--- config.mk ---
export PLATFORM = sky130hd
export DESIGN_NAME = note_scan_scheduler
export DESIGN_NICKNAME = d
export VERILOG_FILES = /design/src/rtl/note_scan_scheduler.sv
export SDC_FILE = /design/constraint.sdc
export NUM_CORES = 1
export LEC_CHECK = 0
export CORE_MARGIN = 1.5
export CORE_UTILIZATION = 51
export CTS_CLUSTER_DIAMETER = 200
export DETAILED_ROUTE_END_ITERATION = 8
export HOLD_SLACK_MARGIN = 0.08
export PLACE_DENSITY = 0.87
export SYNTH_ARGS = -nofsm -noshare
export SYNTH_HDL_FRONTEND = slang
export SYNTH_SLANG_ARGS = --single-unit
--- constraint.sdc ---
create_clock -name clk -period 15.3 [get_ports clk]
set_input_delay 1.53 -clock clk [delete_from_list [all_inputs] [get_ports clk]]
set_output_delay 1.53 -clock clk [all_outputs]
set_load 0.005 [all_outputs]
--- src/rtl/note_scan_scheduler.sv ---
// Scans the five pitch bins through one shared correlator per frame and publishes the scores.
// Optional NOTE_SCAN_HOLD_EN: captures go to a shadow bank and all five scores update together.
module note_scan_scheduler #(
  parameter int SCORE_W = 36,
  parameter int LAG_W   = 10,
  parameter int LAG_C   = 184,
  parameter int LAG_D   = 164,
  parameter int LAG_E   = 146,
  parameter int LAG_G   = 122,
  parameter int LAG_A   = 109,
  parameter int TIMEOUT = 4095
) (
  input  logic                      clk,
  input  logic                      rst,
  input  logic                      frame_start,
  output logic                      corr_start,
  output logic [2:0]                corr_sel,
  output logic [LAG_W-1:0]          corr_lag,
  input  logic                      corr_done,
  input  logic signed [SCORE_W-1:0] corr_result,
  output logic signed [SCORE_W-1:0] score_c,
  output logic signed [SCORE_W-1:0] score_d,
  output logic signed [SCORE_W-1:0] score_e,
  output logic signed [SCORE_W-1:0] score_g,
  output logic signed [SCORE_W-1:0] score_a,
  output logic                      scores_valid,
  output logic                      busy,
  output logic                      frame_overrun,
  output logic                      timeout_flag
);

  localparam int CNT_W = $clog2(TIMEOUT + 1);
  localparam logic signed [SCORE_W-1:0] MOST_NEG = {1'b1, {(SCORE_W-1){1'b0}}};

  typedef enum logic [1:0] {S_IDLE, S_ISSUE, S_WAIT, S_DONE} state_t;

  function automatic logic [LAG_W-1:0] lag_of(input logic [2:0] idx);
    case (idx)
      3'd0:    lag_of = LAG_W'(LAG_C);
      3'd1:    lag_of = LAG_W'(LAG_D);
      3'd2:    lag_of = LAG_W'(LAG_E);
      3'd3:    lag_of = LAG_W'(LAG_G);
      default: lag_of = LAG_W'(LAG_A);
    endcase
  endfunction

  state_t                      r_state;
  logic [2:0]                  r_idx;
  logic [CNT_W-1:0]            r_cnt;
  logic                        r_start;
  logic [2:0]                  r_sel;
  logic [LAG_W-1:0]            r_lag;
  logic                        r_valid;
  logic                        r_busy;
  logic                        r_overrun;
  logic                        r_timeout;
  logic signed [SCORE_W-1:0]   r_score [5];
`ifdef NOTE_SCAN_HOLD_EN
  logic signed [SCORE_W-1:0]   r_shadow [5];
`endif

  logic                        w_hit;
  logic signed [SCORE_W-1:0]   w_cap;
  logic [2:0]                  w_next_idx;

  // A missing answer is recorded as the most negative score (note inactive)
  assign w_hit      = (r_cnt == CNT_W'(TIMEOUT - 1));
  assign w_cap      = corr_done ? corr_result : MOST_NEG;
  assign w_next_idx = r_idx + 3'd1;

  always_ff @(posedge clk or posedge rst) begin
    if (rst) begin
      r_state   <= S_IDLE;
      r_idx     <= 3'd0;
      r_cnt     <= '0;
      r_start   <= 1'b0;
      r_sel     <= 3'd0;
      r_lag     <= LAG_W'(LAG_C);
      r_valid   <= 1'b0;
      r_busy    <= 1'b0;
      r_overrun <= 1'b0;
      r_timeout <= 1'b0;
      for (int i = 0; i < 5; i++) begin
        r_score[i] <= MOST_NEG;
`ifdef NOTE_SCAN_HOLD_EN
        r_shadow[i] <= MOST_NEG;
`endif
      end
    end else begin
      r_start   <= 1'b0;
      r_valid   <= 1'b0;
      r_overrun <= frame_start & r_busy;
      case (r_state)
        S_IDLE: begin
          if (frame_start) begin
            r_state <= S_ISSUE;
            r_idx   <= 3'd0;
            r_sel   <= 3'd0;
            r_lag   <= lag_of(3'd0);
            r_start <= 1'b1;
            r_busy  <= 1'b1;
          end
        end
        S_ISSUE: begin
          r_cnt   <= '0;
          r_state <= S_WAIT;
        end
        S_WAIT: begin
          if (corr_done | w_hit) begin
            if (!corr_done) r_timeout <= 1'b1;
`ifdef NOTE_SCAN_HOLD_EN
            r_shadow[r_idx] <= w_cap;
            if (r_idx == 3'd4) begin
              for (int i = 0; i < 4; i++) r_score[i] <= r_shadow[i];
              r_score[4] <= w_cap;
            end
`else
            r_score[r_idx] <= w_cap;
`endif
            if (r_idx == 3'd4) begin
              r_state <= S_DONE;
              r_valid <= 1'b1;
            end else begin
              r_idx   <= w_next_idx;
              r_sel   <= w_next_idx;
              r_lag   <= lag_of(w_next_idx);
              r_start <= 1'b1;
              r_state <= S_ISSUE;
            end
          end else begin
            r_cnt <= r_cnt + CNT_W'(1);
          end
        end
        S_DONE: begin
          r_state <= S_IDLE;
          r_busy  <= 1'b0;
        end
        default: r_state <= S_IDLE;
      endcase
    end
  end

  assign corr_start    = r_start;
  assign corr_sel      = r_sel;
  assign corr_lag      = r_lag;
  assign scores_valid  = r_valid;
  assign busy          = r_busy;
  assign frame_overrun = r_overrun;
  assign timeout_flag  = r_timeout;
  assign score_c       = r_score[0];
  assign score_d       = r_score[1];
  assign score_e       = r_score[2];
  assign score_g       = r_score[3];
  assign score_a       = r_score[4];

endmodule

Word-level counts from Yosys, hierarchy flattened
Cells that the tools add are included.
Word-level totals
  bits in registers: 212
  input port bits: 40
  output and inout port bits: 198
  logic and storage cells: 74
Operators by class
  add/sub/neg operators: 2
  $lt $le $gt $ge: 2
  equality and inequality tests: 12
  mux-type cells: 28
  bitwise logic cells: 4
  reduce and logical (&&, ||, !) cells: 12
Operators by type and width (count)
  180-bit bitwise mux: 1
  36-bit demux with 3-bit select: 1
  36-bit 2-to-1 mux: 2
  8-bit one-hot mux with 4 select lines: 1
  10-bit 2-to-1 mux: 3
  12-bit one-hot mux with 2 select lines: 1
  10-bit one-hot mux with 2 select lines: 1
  12-bit by 1-bit adder with 12-bit output, second input constant: 1
  12-bit == test, second input constant: 1
  12-bit 2-to-1 mux: 1
  3-bit 2-to-1 mux: 3
  2-bit != test, second input constant: 4
  2-bit one-hot mux with 4 select lines: 1
  2-bit AND reduction: 4
  1-bit 2-to-1 mux: 7
  3-bit by 2-bit == test with 1-bit output, second input constant: 2
  2-bit 2-to-1 mux: 3
  3-bit one-hot mux with 2 select lines: 1
  2-bit nonzero test: 3
  2-bit == test, second input constant: 2
  4-bit >= comparator, second input constant: 1
  4-bit by 1-bit < comparator with 1-bit output, second input constant: 1
  3-bit NOT with 4-bit output: 1
  1-bit one-hot mux with 2 select lines: 2
  other kinds (12): 12

Depth between registers and ports, before layout
  depth in word-level cells: 6
  gate-level depth with buffers: 8
  mapped depth without buffers: 6

Least setup slack after synthesis
OpenSTA, ideal clock, no wires.
  path type: in2reg
  start: in frame_start
  end: reg r_lag[0] (netlist: corr_lag[0])
  setup time: 0.125 ns
  arrival time: 2.510 ns
  required time: 15.175 ns
  setup slack: 12.665 ns
  stages: 5
  buffers on the path: 1
  cells stage by stage: nor2b_1 a31oi_1 o22ai_1 buf_2 mux2_2
On the way
  word-level cells in the longest chain between the ends: 2
RTL lines
  from (decl): line 15  | input logic frame_start,
  2-bit != test (no source line)
  4-bit AND reduction (no source line)
  to (signal assigned): line 78  | r_lag <= LAG_W'(LAG_C);
  to (signal assigned): line 99  | r_lag <= lag_of(3'd0);
  to (signal assigned): line 126  | r_lag <= lag_of(w_next_idx);
  to (decl): line 52  | logic [LAG_W-1:0] r_lag;
No other way between the ends.
A chain may end at the register's enable or synchronous reset.

Worst setup path after layout
  start: in corr_done
  end: reg r_score (netlist bit score_e[2])
On the way
  word-level cells in the longest chain between the ends: 2
  elaborated cells between the ends (all ways): 4
  classes of those cells: 2 x mux; 1 x bitwise; 1 x reduce/logical
RTL lines
  from (decl): line 19  | input logic corr_done,
  36-bit 2-to-1 mux or 1-bit OR (tied branches): line 68, 109
  180-bit bitwise mux or 2-bit AND reduction (tied branches)
  to (signal, indexed assignment): line 118  | r_score[r_idx] <= w_cap;
  to (decl): line 57  | logic signed [SCORE_W-1:0] r_score [5];
Parallel ways exist; a longest one is shown, timed or not.

==> results.toml <==
[run_status]
status = "completed"

[worst_setup_path]
slowest_stage = "nand3_2"
crit_arrival_ps = 3790
reg2regPathDepth = 6
worstPathRequired_ps = 15650
path_delay_family = "simple AND/OR/NAND/NOR gates"
reg2reg_to = "score_e[2]"
path_class = "input pin to flip-flop"
path_cells = "clkdlybuf4s50_1 > inv_1 > o41ai_4 > nand3_2 > a22o_1"
cp_num_buf_inv = 2
cpPeakStageDelay_ps = 820
timing.rr.start = "r_cnt[0]"
rrSetupSlack_ps = 12280
end_kind = "flip-flop"
cp_max_fo = 36
crit_path_start_kind = "input pin"

[die]
start_util_pct = 52.4
die_area_um2 = 16400
core-area_um2 = 15200
dieWidth_um = 128
ios = 238
die_y_um = 128
rows = 45

[global_routing]
grt.overflow.total = 0
grt_first_pass_wirelength_um = 35100
grt_pass1_vias = 6267
antenna_found_initial = 0
grt_max_degree = 133
grt_usage_pct = 27.4

[power_and_ir_drop]
peakVddDrop_mv = 0.115
p_int_mw = 1.63
combPwrFrac_pct = 36.3
p_sw_mw = 0.648
power.share.clock_pct = 22.3
power_switching_share_pct = 28.4
powerDensity_nw_per_um2 = 205
p_seq_share_pct = 41.4
p_leak_nw = 5.06

[timing]
worstMarginPinSlew_ps = 954
maxSlewHeadroom_pct = 36.4
hold_ws_ps = 485
fin_crit_sh_pct = 22.5
clock_skew_ps = 8.13
fmax_ghz = 0.291
setup_viol = 0
fin_crit_ps = 3440
hold_viol = 0
slew_viol_final = 0
rsz0062_at_grt = "no"
finalSetupTns_ps = 0

[placement]
portBuffers = 235
dp_hpwl_um = 14700
placed_area_um2 = 10400
gp_congestion = 0.872

[logic_synthesis]
synthTopCellsByCount = "201 x dfrtp_1, 175 x a22o_1, 24 x buf_2"
yosysMostFrequentCell = "dfrtp_1"
synth_seq_cells = 210
yosysTopAreaCell = "dfrtp_1"
yosysSeqAreaShare_pct = 66.1
postSynthCellCount = 566
netlist_area_um2 = 7960
synth-edff-count = 0
ys.flop_type = "dfrtp_1"
synthTopCellsByArea = "dfrtp_1 63%, a22o_1 19%, dfstp_2 3.0%"
synthArstFlopShare_pct = 100
synth_cell_types = 45
synth.top_cell.area_share_pct = 63.2
yosys_warnings = 0
syn_avg_cell_area_um2 = 14.1

[cts]
cts_root_buf = "clkbuf_16"
clk_pin_slew_worst_paths_ps = 60
cts_sinks = 210
post_cts_resized = 0
clockBufferDepth = 3
holdBufCountCts = 0
worstSkewPairLatency_ps = 480
cts_setup_buffers = 0
cts_tree = "built"
cts-buffers-inserted = 21
cts_max_level = 1

[layout]
drive_above_1_share_pct = 8.07
stdcell_area_um2 = 11100
fin_util_pct = 73.1
nets = 839
synthToLayoutAreaGrowth_pct = 39.6
diodes = 0

[route]
routedWlPerCell_um = 22.7
vias_per_cell = 6.19
antenna_left = 0
drc = 0
firstDrtPassIters = 5
wirelength_um = 22600
num_vias = 6145
drt-initial-drc-count = 454

[min_path]
hold_path_end = "timeout_flag"
whs_path_depth = 1
hp-start = "timeout_flag"
hp-class = "flip-flop to flip-flop"

[flow_run]
cap_viol_max_count = 0
## logic make-up after synthesis
logic type | share of synthesized area (%)
xor gates and xnor gates | 0.220
and+or+nand+nor | 4.97
other | 0.0471
AOI/OAI and AO/OA | 21.9
adders and majority gates | 1.26
DFF | 66.1
muxes | 2.37
buffers and inverters | 3.08
## how the worst max path moves through the flow
stage                          from           to  slack [ps]  cells after the start
final                     corr_done   score_e[2]       11860                      5
after global routing            rst  corr_lag[2]       11740                      3
after CTS                 corr_done   score_e[2]       11880                      5
after detailed placement  corr_done  score_e[32]       11420                      5
after global placement    corr_done  score_e[15]       11500                      5
after floorplan                 rst         busy        8050                      1
## cell usage in the layout, fill, tap and decap left out, drive strengths merged, types with 3 or more instances in the layout
cell type	instances
clkbuf	27
and3	5
o31ai	3
nor3	8
a31oi	3
clkinvlp	4
nand4	6
inv	14
a22oi	5
o211ai	3
dfrtp	201
a22o	175
mux2i	11
clkinv	5
nor2	5
mux2	7
nand2	19
ha	8
clkdlybuf4s50	235
o21ai	5
dfstp	9
and4	3
buf	6
nand3	10
and2	3
## flip-flops by register name, summed over array words and instances (netlist names)
register	flops
busy	1
score_d	36
scores_valid	1
score_c	36
frame_overrun	1
timeout_flag	1
corr_sel	3
corr_lag	8
r_cnt	12
score_g	36
score_a	36
score_e	36
r_state	2
corr_start	1
## metrics by stage
| stage | setup slack [ps] | std cells | power (mW) |
|---|---|---|---|
| 2_1_floorplan | 8050 | 567 | 1.22 |
| 3_3_place_gp | 11500 | 956 | 1.74 |
| 3_5_place_dp | 11420 | 956 | 1.77 |
| 4_1_cts | 11880 | 993 | 2.29 |
| 5_1_grt | 11740 | 993 | 2.39 |
| 6_report | 11860 | 993 | 2.28 |
## layer usage
metal	vias to the layer above	part of all wire, %	track usage [%]
met3	49	7.0	4.72
met1	3180	42	37.2
met4	0	2.7	8.46
li1	2599	-	-
met2	317	49	45.4
met5	-	0	0
## power groups by stage
stage / Sequential (mW) / Combinational [mW] / Clock [mW]
after floorplan: 0.928 / 0.287 / 0
after global placement: 0.932 / 0.804 / 0
after detailed placement: 0.941 / 0.828 / 0
after CTS: 0.940 / 0.834 / 0.517
after global routing: 0.966 / 0.885 / 0.540
final: 0.944 / 0.829 / 0.508
## layout make-up
cell class / count / area, µm²
Multi-Input combinational cell: 302 / 2470
Tap cell: 188 / 235
Fill cell: 995 / 4090
Inverter: 15 / 63.8
Timing Repair Buffer: 241 / 2400
Sequential cell: 210 / 5270
Clock buffer: 27 / 568
Clock inverter: 10 / 114
Power figures use the tool's default switching activity.
